File: src/rtl/gcd_pkg.sv
// Shared types and defaults for the GCD arbiter slice.
package gcd_pkg;

    localparam int GCD_WIDTH   = 32;
    localparam int GCD_TIMEOUT = 65535;
    localparam int CNT_W       = 16;

    typedef enum logic [1:0] {
        ST_IDLE,
        ST_START,
        ST_WAIT,
        ST_RESP
    } gcd_state_t;

endpackage

File: src/rtl/gcd_arbiter_if.sv
// Requester-side and GCD-unit-side signals of the arbiter, bundled together.
interface gcd_arbiter_if #(parameter int WIDTH = gcd_pkg::GCD_WIDTH);

    logic [1:0]       req;
    logic [WIDTH-1:0] a0;
    logic [WIDTH-1:0] b0;
    logic [WIDTH-1:0] a1;
    logic [WIDTH-1:0] b1;
    logic [1:0]       ack;
    logic [1:0]       grant;
    logic [WIDTH-1:0] result;
    logic             error;
    logic             timeout;
    logic             busy;
    logic             gcd_start;
    logic [WIDTH-1:0] gcd_a;
    logic [WIDTH-1:0] gcd_b;
    logic             gcd_done;
    logic [WIDTH-1:0] gcd_result;
    logic             gcd_error;

    // slave is the arbiter itself; master is everything around it
    modport slave (
        input  req, a0, b0, a1, b1, gcd_done, gcd_result, gcd_error,
        output ack, grant, result, error, timeout, busy, gcd_start, gcd_a, gcd_b
    );

    modport master (
        output req, a0, b0, a1, b1, gcd_done, gcd_result, gcd_error,
        input  ack, grant, result, error, timeout, busy, gcd_start, gcd_a, gcd_b
    );

endinterface

File: src/rtl/gcd_arbiter_rr_arb2.sv
// Two-way round-robin pick: a lone requester always wins, on a tie the one not served last wins.
module rr_arb2 (
    input  logic [1:0] req,
    input  logic       last,
    output logic [1:0] pick
);

    always_comb begin
        pick = 2'b00;
        case (req)
            2'b01:   pick = 2'b01;
            2'b10:   pick = 2'b10;
            2'b11:   pick = last ? 2'b01 : 2'b10;
            default: pick = 2'b00;
        endcase
    end

endmodule

File: src/rtl/gcd_arbiter.sv
// Shares one external GCD unit between two requesters; every output is a register
// loaded from the next-value logic of the FSM.
module gcd_arbiter
    import gcd_pkg::*;
#(
    parameter int WIDTH   = GCD_WIDTH,
    parameter int TIMEOUT = GCD_TIMEOUT
) (
    input logic          clk,
    input logic          rst,
    gcd_arbiter_if.slave bus
);

    localparam logic [CNT_W-1:0] CNT_LAST = CNT_W'(TIMEOUT - 1);

    gcd_state_t       state_q, state_n;
    logic [1:0]       grant_q, grant_n;
    logic [1:0]       ack_q, ack_n;
    logic [1:0]       pick;
    logic             start_q, start_n;
    logic             busy_q, busy_n;
    logic [WIDTH-1:0] opa_q, opa_n;
    logic [WIDTH-1:0] opb_q, opb_n;
    logic [WIDTH-1:0] result_q, result_n;
    logic             error_q, error_n;
    logic             timeout_q, timeout_n;
    logic [CNT_W-1:0] cnt_q, cnt_n;
    logic             last_q, last_n;
    logic             done_q;
    logic             done_edge;

    rr_arb2 u_arb (
        .req  (bus.req),
        .last (last_q),
        .pick (pick)
    );

    // A done level left over from the previous operation must not complete this one
    assign done_edge = bus.gcd_done & ~done_q;

    always_comb begin
        state_n   = state_q;
        grant_n   = grant_q;
        ack_n     = 2'b00;
        start_n   = 1'b0;
        opa_n     = opa_q;
        opb_n     = opb_q;
        result_n  = result_q;
        error_n   = error_q;
        timeout_n = timeout_q;
        cnt_n     = cnt_q;
        last_n    = last_q;
        case (state_q)
            ST_IDLE: begin
                grant_n = 2'b00;
                if (pick != 2'b00) begin
                    state_n = ST_START;
                    grant_n = pick;
                    start_n = 1'b1;
                    last_n  = pick[1];
                    opa_n   = pick[1] ? bus.a1 : bus.a0;
                    opb_n   = pick[1] ? bus.b1 : bus.b0;
                end
            end
            ST_START: begin
                state_n = ST_WAIT;
                cnt_n   = '0;
            end
            ST_WAIT: begin
                if (done_edge) begin
                    state_n   = ST_RESP;
                    ack_n     = grant_q;
                    result_n  = bus.gcd_result;
                    error_n   = bus.gcd_error;
                    timeout_n = 1'b0;
                end else if (cnt_q == CNT_LAST) begin
                    state_n   = ST_RESP;
                    ack_n     = grant_q;
                    result_n  = '0;
                    error_n   = 1'b1;
                    timeout_n = 1'b1;
                end else begin
                    cnt_n = cnt_q + CNT_W'(1);
                end
            end
            ST_RESP: begin
                state_n = ST_IDLE;
                grant_n = 2'b00;
            end
            default: begin
                state_n = ST_IDLE;
                grant_n = 2'b00;
            end
        endcase
        busy_n = (state_n != ST_IDLE);
    end

    always_ff @(posedge clk) begin
        if (rst) begin
            state_q   <= ST_IDLE;
            grant_q   <= 2'b00;
            ack_q     <= 2'b00;
            start_q   <= 1'b0;
            busy_q    <= 1'b0;
            opa_q     <= '0;
            opb_q     <= '0;
            result_q  <= '0;
            error_q   <= 1'b0;
            timeout_q <= 1'b0;
            cnt_q     <= '0;
            last_q    <= 1'b1;
            done_q    <= 1'b0;
        end else begin
            state_q   <= state_n;
            grant_q   <= grant_n;
            ack_q     <= ack_n;
            start_q   <= start_n;
            busy_q    <= busy_n;
            opa_q     <= opa_n;
            opb_q     <= opb_n;
            result_q  <= result_n;
            error_q   <= error_n;
            timeout_q <= timeout_n;
            cnt_q     <= cnt_n;
            last_q    <= last_n;
            done_q    <= bus.gcd_done;
        end
    end

    assign bus.ack       = ack_q;
    assign bus.grant     = grant_q;
    assign bus.busy      = busy_q;
    assign bus.gcd_start = start_q;
    assign bus.gcd_a     = opa_q;
    assign bus.gcd_b     = opb_q;
    assign bus.result    = result_q;
    assign bus.error     = error_q;
    assign bus.timeout   = timeout_q;

endmodule

File: src/flat_wrapper.sv
// flat-port wrapper written by rule: the top's interface ports become plain ports
module gcd_arbiter_flat import gcd_pkg::*;
#(
    parameter int WIDTH   = GCD_WIDTH,
    parameter int TIMEOUT = GCD_TIMEOUT
)
  (clk, rst, bus_req, bus_a0, bus_b0, bus_a1, bus_b1, bus_gcd_done, bus_gcd_result, bus_gcd_error, bus_ack, bus_grant, bus_result, bus_error, bus_timeout, bus_busy, bus_gcd_start, bus_gcd_a, bus_gcd_b);
  gcd_arbiter_if #(.WIDTH(WIDTH)) bus_i ();
  input logic clk;
  input logic rst;
  input wire logic [$bits(bus_i.req)-1:0] bus_req;
  input wire logic [$bits(bus_i.a0)-1:0] bus_a0;
  input wire logic [$bits(bus_i.b0)-1:0] bus_b0;
  input wire logic [$bits(bus_i.a1)-1:0] bus_a1;
  input wire logic [$bits(bus_i.b1)-1:0] bus_b1;
  input wire logic [$bits(bus_i.gcd_done)-1:0] bus_gcd_done;
  input wire logic [$bits(bus_i.gcd_result)-1:0] bus_gcd_result;
  input wire logic [$bits(bus_i.gcd_error)-1:0] bus_gcd_error;
  output wire logic [$bits(bus_i.ack)-1:0] bus_ack;
  output wire logic [$bits(bus_i.grant)-1:0] bus_grant;
  output wire logic [$bits(bus_i.result)-1:0] bus_result;
  output wire logic [$bits(bus_i.error)-1:0] bus_error;
  output wire logic [$bits(bus_i.timeout)-1:0] bus_timeout;
  output wire logic [$bits(bus_i.busy)-1:0] bus_busy;
  output wire logic [$bits(bus_i.gcd_start)-1:0] bus_gcd_start;
  output wire logic [$bits(bus_i.gcd_a)-1:0] bus_gcd_a;
  output wire logic [$bits(bus_i.gcd_b)-1:0] bus_gcd_b;
  assign bus_i.req = bus_req;
  assign bus_i.a0 = bus_a0;
  assign bus_i.b0 = bus_b0;
  assign bus_i.a1 = bus_a1;
  assign bus_i.b1 = bus_b1;
  assign bus_i.gcd_done = bus_gcd_done;
  assign bus_i.gcd_result = bus_gcd_result;
  assign bus_i.gcd_error = bus_gcd_error;
  assign bus_ack = bus_i.ack;
  assign bus_grant = bus_i.grant;
  assign bus_result = bus_i.result;
  assign bus_error = bus_i.error;
  assign bus_timeout = bus_i.timeout;
  assign bus_busy = bus_i.busy;
  assign bus_gcd_start = bus_i.gcd_start;
  assign bus_gcd_a = bus_i.gcd_a;
  assign bus_gcd_b = bus_i.gcd_b;
  gcd_arbiter #(.WIDTH(WIDTH), .TIMEOUT(TIMEOUT)) u_core (.clk(clk), .rst(rst), .bus(bus_i));
endmodule
File: config.mk
export PLATFORM = sky130hd
export DESIGN_NAME = gcd_arbiter_flat
export DESIGN_NICKNAME = d
export VERILOG_FILES = /design/src/rtl/gcd_pkg.sv /design/src/rtl/gcd_arbiter_if.sv /design/src/rtl/gcd_arbiter_rr_arb2.sv /design/src/rtl/gcd_arbiter.sv /design/src/flat_wrapper.sv
export SDC_FILE = /design/constraint.sdc
export NUM_CORES = 1
export LEC_CHECK = 0
export CORE_ASPECT_RATIO = 1.25
export CORE_UTILIZATION = 40
export CTS_BUF_LIST = sky130_fd_sc_hd__clkbuf_16
export DETAILED_ROUTE_END_ITERATION = 8
export PLACE_DENSITY = 0.88
export SLEW_MARGIN = 20
export SYNTH_ARGS = -nofsm -noshare
export SYNTH_HDL_FRONTEND = slang
export SYNTH_HIERARCHICAL = 1
export SYNTH_SLANG_ARGS = --single-unit
File: constraint.sdc
create_clock -name clk -period 2.4 [get_ports clk]
set_clock_uncertainty 0.05 [all_clocks]
set_input_delay 0.24 -clock clk [delete_from_list [all_inputs] [get_ports clk]]
set_output_delay 0.24 -clock clk [all_outputs]
set_load 0.03 [all_outputs]
After elaboration in Yosys (flattened, before gate mapping)
Index checks and enable logic that the tools add are counted.
{"block": "op_classes", "add_sub_neg": 1, "eq_ne": 9, "mux": 21, "bitwise_logic": 4, "n_reduce_logical": 11}
{"cell": "2-to-1 mux 32 bit", "n": 4}
{"cell": "2-to-1 mux 16 bit", "n": 2}
{"cell": "one-hot mux 16 bit (2 select lines)", "n": 1}
{"cell": "adder 16 x 1 -> 16 bit (second input constant)", "n": 1}
{"cell": "== test 16 bit (second input constant)", "n": 1}
{"cell": "2-to-1 mux 2 bit", "n": 7}
{"cell": "nonzero test 2 bit", "n": 5}
{"cell": "== test 2 bit (second input constant)", "n": 4}
{"cell": "one-hot mux 2 bit (4 select lines)", "n": 1}
{"cell": "one-hot mux 2 bit (3 select lines)", "n": 1}
{"cell": "== test 2 x 1 -> 1 bit (second input constant)", "n": 2}
{"cell": "2-to-1 mux 1 bit", "n": 4}
{"cell": "!= test 2 bit (second input constant)", "n": 2}
{"cell": "one-hot mux 2 bit (2 select lines)", "n": 1}
{"cell": "AND reduction 2 bit", "n": 2}
{"cell": "OR reduction 2 bit", "n": 2}
{"cell": "inverter 1 bit", "n": 3}
{"cell": "AND reduction 3 bit", "n": 1}
{"cell": "zero test 2 bit", "n": 1}
{"cell": "AND 1 bit", "n": 1}
{"block": "totals", "ff_bits": 124, "in_bits": 166, "out_inout_bits": 104, "elab_cells": 59}

Logic depth before layout (Yosys ltp)
{"block": "logic_depth", "ltp_word": 6, "mapped_depth": 9, "mapped_depth_nobuf": 7}

Cells and area by module
The synthesis kept the hierarchy.
{"module": "gcd_arbiter", "instances": 1, "cells_each": 512, "area_per_inst_um2": 5093.6}
{"module": "rr_arb2", "instances": 1, "cells_each": 3, "area_per_inst_um2": 18.8}

Least setup slack after synthesis
Ideal clock, no wire load.
{"block": "synth_path", "kind": "flip-flop to flip-flop", "from": "reg u_core.cnt_q[1]", "to": "reg u_core.result_q[10] (netlist: u_core/bus.result[10])", "setup_time_ps": 117, "arrival_ps": 1864, "required_time_ps": 2233, "setup_slack_ps": 369, "stages_incl_launch_ff": 9, "path_buffers": 2, "synth_period_minus_slack_ps": 2031, "path_cell_list": "dfxtp_1 ha_1 nand4_1 or4_1 buf_4 nand2_4 a21oi_4 buf_6 a22o_1"}
{"block": "synth_via", "elab_chain_cells": 3}
{"item": "start: declaration", "line": "gcd_arbiter.sv:27", "text": "logic [CNT_W-1:0] cnt_q, cnt_n;"}
{"item": "start signal: assignment", "line": "gcd_arbiter.sv:124", "text": "cnt_q <= cnt_n;"}
{"item": "== test 16 bit", "line": "gcd_arbiter.sv:76", "text": "end else if (cnt_q == CNT_LAST) begin"}
{"item": "nonzero test 2 bit (no source line)"}
{"item": "AND reduction 2 bit (no source line)"}
{"item": "end signal: assignment", "line": "gcd_arbiter.sv:121", "text": "result_q <= result_n;"}
{"item": "end: declaration", "line": "gcd_arbiter.sv:24", "text": "logic [WIDTH-1:0] result_q, result_n;"}
No other way between the ends.
A chain may end at the register's enable or synchronous reset.

Final worst setup path
{"block": "layout_path", "from": "reg u_core.cnt_q[1]", "to": "reg u_core.cnt_q[14]"}
{"block": "layout_via", "elab_chain_cells": 4, "elab_cells_between_ends": 7}
{"item": "adder 16 x 1 -> 16 bit", "line": "gcd_arbiter.sv:83", "text": "cnt_n = cnt_q + CNT_W'(1);"}
{"item": "2-to-1 mux 16 bit", "line": "gcd_arbiter.sv:76"}
{"item": "2-to-1 mux 16 bit", "line": "gcd_arbiter.sv:70", "text": "if (done_edge) begin"}
{"item": "one-hot mux 16 bit (2 select lines)", "line": "gcd_arbiter.sv:53", "text": "case (state_q)"}
Several ways; a longest one is shown, not always the timed one. The select of a mux whose other input is x is not followed.

==> summary.md <==
| Metric | Value |
|---|---|
| Outcome | complete, no violations |
| Design area | 8650 sq um |
| Reg2reg setup slack | ~0.14 ns |
| Power Internal | 5.97 mW |
| FF-to-FF path depth | 7 |
| Critical path required time | 2.62 ns |
| Syn. warnings | 6 |
| Logic pwr share | 0.423 |
| Core area | 12300 sq um |
| CP bufs+invs | 1 |
| Crit path time final | 2.26 ns |
| Final Hold Fails | 0 |
| Pwr dens | 1110 nW/um^2 |
| Startpoint Class | flop |
| LEAKAGE | around 3.3 nW |
| CP peak stage delay | ~0.63 ns |
| Setup Buffers After CTS | 0 |
| Flop pwr share | 0.302 |
| Crit share post-route | 0.943 |
| Slew headroom | 0.443 |
| TritonCTS clock tree | yes |
| TritonRoute pass-1 iters | 6 |
| Crit. End Element | flop |
| Worst Path Max Fanout | 8 |
| CP max stage cell | or4_1 |
| Seq cells post-synth | about 120 |
| Initial Util | 0.417 |
| Total global routing overflow | 0 |
| # IOs | 270 |
| Worst-Margin Slew | 0.834 ns |
| Clk root buf | clkbuf_16 |
| CTS buffer count | 17 |
| Final Non-Filler Cells | 957 |
| Post-DR wirelength/cell | 16.7 um |
| Vias in the first global route | roughly 5200 |
| Max IR drop VDD | 540 uV |
| Layout fillers | ~920 |
| Clock transition at path regs | roughly 0.06 ns |
| Synthesized instance count | 515 |
| Placed cells | 925 |
| Placer Congestion | 0.982 |
| Worst r2r src | u_core/cnt_q[1]$_SDFFE_PP0P_ |
| Final Max Tran Viols | 0 |
| Antenna cells | 0 |
| Setup TNS | 0 ns |
| Share of synthesized registers carrying an async set or reset | 0 |
| Critical Path AT | between 2 and 2.5 ns |
| Via count | 5096 |
| Die H | roughly 130 um |
| Reg2reg end | u_core/cnt_q[14]$_SDFFE_PP0P_ |
| H-tree level count | 4 |
| First-pass GRT wire length | ~25 mm |
| Vias/cell | 5.32 |
| Most frequent cells in the layout | clkdlybuf4s50_1, dfxtp_1, nor2_1 |
| Prevailing post-synth register cell | dfxtp_1 |
| CP top delay family | simple AND/OR/NAND/NOR gates |
| RSZ-0062 raised after global routing | no |
| Post-synth cell types | 45 |
| Layout net count | 953 |
| Mapped Area | 5110 sq um |
| Clock Sinks | 124 |
| Post-DP HPWL | about 12 mm |
| IO Port Bufs | ~270 |
| Worst-Skew Late Latency | 0.41 ns |
| DRC | 0 |
| CP Class | reg2reg |
| DRT Wirelength | 16.0 mm |
| Placed inst area | 8040 sq um |
| Antenna Nets Post-Route | 0 |
| Area delta synth->final | 69.1% |
| Share of layout cells above drive strength 1 | 0.0706 |
| Deepest clock path buffer count | 2 |
| Setup-failing EPs final | 0 |
| Cell Chain, Critical Path | ha_1, nand4_1, or4_1, buf_4, a21boi_4, nand2_1, o311ai_0 |
| Die X | 103 um |
| EDFF count, synth | 0 |
| Commonest non-fill, non-tap cell in the layout | clkdlybuf4s50_1 |
| Critical Path Sink | u_core/cnt_q[14]$_SDFFE_PP0P_ |
| First DRT Iteration DRCs | approximately 250 |
| Sequential area share after synthesis | 0.486 |
| Hold WC Path Type | in2reg |
| Initial antenna violation count | 0 |
| Post-CTS Resized | 0 |
| Die area | 13200 sq um |
| Clk network pwr share | 0.275 |
| Syn Area/Cell | about 10 sq um |
| Sw Ratio | 0.378 |
| Switching power total | 3.62 mW |
| Syn nets | a little under 700 |
| Overall Global Routing Usage | 0.240 |
| Row Count | 45 |
| Crit. Startpoint | u_core/cnt_q[1]$_SDFFE_PP0P_ |
| Max-Cap Viols | 0 |
| Largest net degree at the start of global routing | 50 |
| Crit path depth | 7 |
| Maximum clock frequency | 442 MHz |
| Hold_buf cts | 0 |
[final cells by class]
cell class,instances,area (sq um),area share
repair buffers,285,2870,0.332
flip-flops and latches,124,2480,0.287
clock inverters,15,186,0.0216
inverters,5,18.8,0.00217
clock buffers,17,425,0.0492
well taps,164,205,0.0237
multi-input cells,347,2460,0.284
[synthesized netlist by cell type, drive strengths merged (2+ instances only)]
cell type,number,area [sq um]
o211ai,3,22.5
o41ai,2,17.5
ha,7,87.6
o21bai,2,15.0
dfxtp,124,2480
nand4,4,25.0
nor4,4,25.0
nand2,16,67.6
buf,10,67.6
nor2b,6,37.5
nand3,16,80.1
o21ai,6,30.0
clkbuf,29,109
a22o,33,289
a21boi,3,33.8
nor2,70,265
nor3,11,55.1
nor3b,2,15.0
or4,2,15.0
and3,2,12.5
a21o,3,22.5
or3,2,12.5
mux2i,65,651
inv,5,18.8
o31ai,4,30.0
a211oi,66,495
a21oi,8,51.3
[logic make-up after synthesis]
group,count (synthesis),synth area share
flops,124,0.486
buf+inv,44,0.0382
mux,65,0.127
fa+ha+maj,7,0.0171
simple gates,139,0.125
xor+xnor,1,0.00171
compound gates,135,0.205
[flip-flops by register name, summed over array words and instances, names as in the netlist, 2 cells and up]
| register | count |
|---|---|
| u_core/state_q | 2 |
| u_core/cnt_q | 16 |
| u_core/bus.gcd_a | 32 |
| u_core/bus.result | 32 |
| u_core/bus.grant | 2 |
| u_core/bus.gcd_b | 32 |
| u_core/bus.ack | 2 |
[worst min path at each step]
stage                                        from                                  to  slack, ns  depth (start not counted)
2_1_floorplan                  bus_gcd_result[10]  u_core/bus.result[10]$_SDFFE_PP0P_       0.32                          1
3_3_place_gp         u_core/cnt_q[5]$_SDFFE_PP0P_        u_core/cnt_q[5]$_SDFFE_PP0P_       0.41                          2
3_5_place_dp   u_core/bus.result[10]$_SDFFE_PP0P_  u_core/bus.result[10]$_SDFFE_PP0P_       0.41                          1
4_1_cts                                       rst       u_core/bus.error$_SDFFE_PP0P_       0.08                          2
5_1_grt                                       rst       u_core/bus.error$_SDFFE_PP0P_       0.09                          2
6_report                                      rst       u_core/bus.error$_SDFFE_PP0P_       0.09                          2
[routing by layer]
metal | routed length, um | global-route usage | part of all wire | up-vias
li1 | - | - | - | 2450
met1 | 5760 | 0.251 | 0.36 | 2357
met2 | 8260 | 0.424 | 0.52 | 240
met3 | 1340 | 0.0804 | 0.084 | 49
met4 | 631 | 0.121 | 0.039 | 0
met5 | 0 | 0 | 0 | -
[through the flow]
stage	setup WS, ns	power (mW)	util	hold slack, ns
2_1_floorplan	0.369	5.20	-	0.315
3_3_place_gp	0.297	6.83	0.655	0.410
3_5_place_dp	0.203	6.97	0.655	0.413
4_1_cts	0.179	9.64	0.704	0.0811
5_1_grt	0.00431	10.0	0.704	0.0935
6_report	0.137	9.59	0.704	0.0947
[power groups by stage]
stage	clock network [mW]	registers (mW)	logic [mW]
final	2.64	2.89	4.06
after global routing	2.77	2.95	4.32
after CTS	2.68	2.89	4.07
after detailed placement	0	2.92	4.05
after global placement	0	2.89	3.94
after floorplan	0	3.82	1.38
[worst register-to-register path, stage by stage, from the launching register on]
cell and delay, ns:
dfxtp_1 0.46, ha_1 0.20, nand4_1 0.11, or4_1 0.63, buf_4 0.21, a21boi_4 0.25
nand2_1 0.11, o311ai_0 0.12
Power figures use the tool's default switching activity.
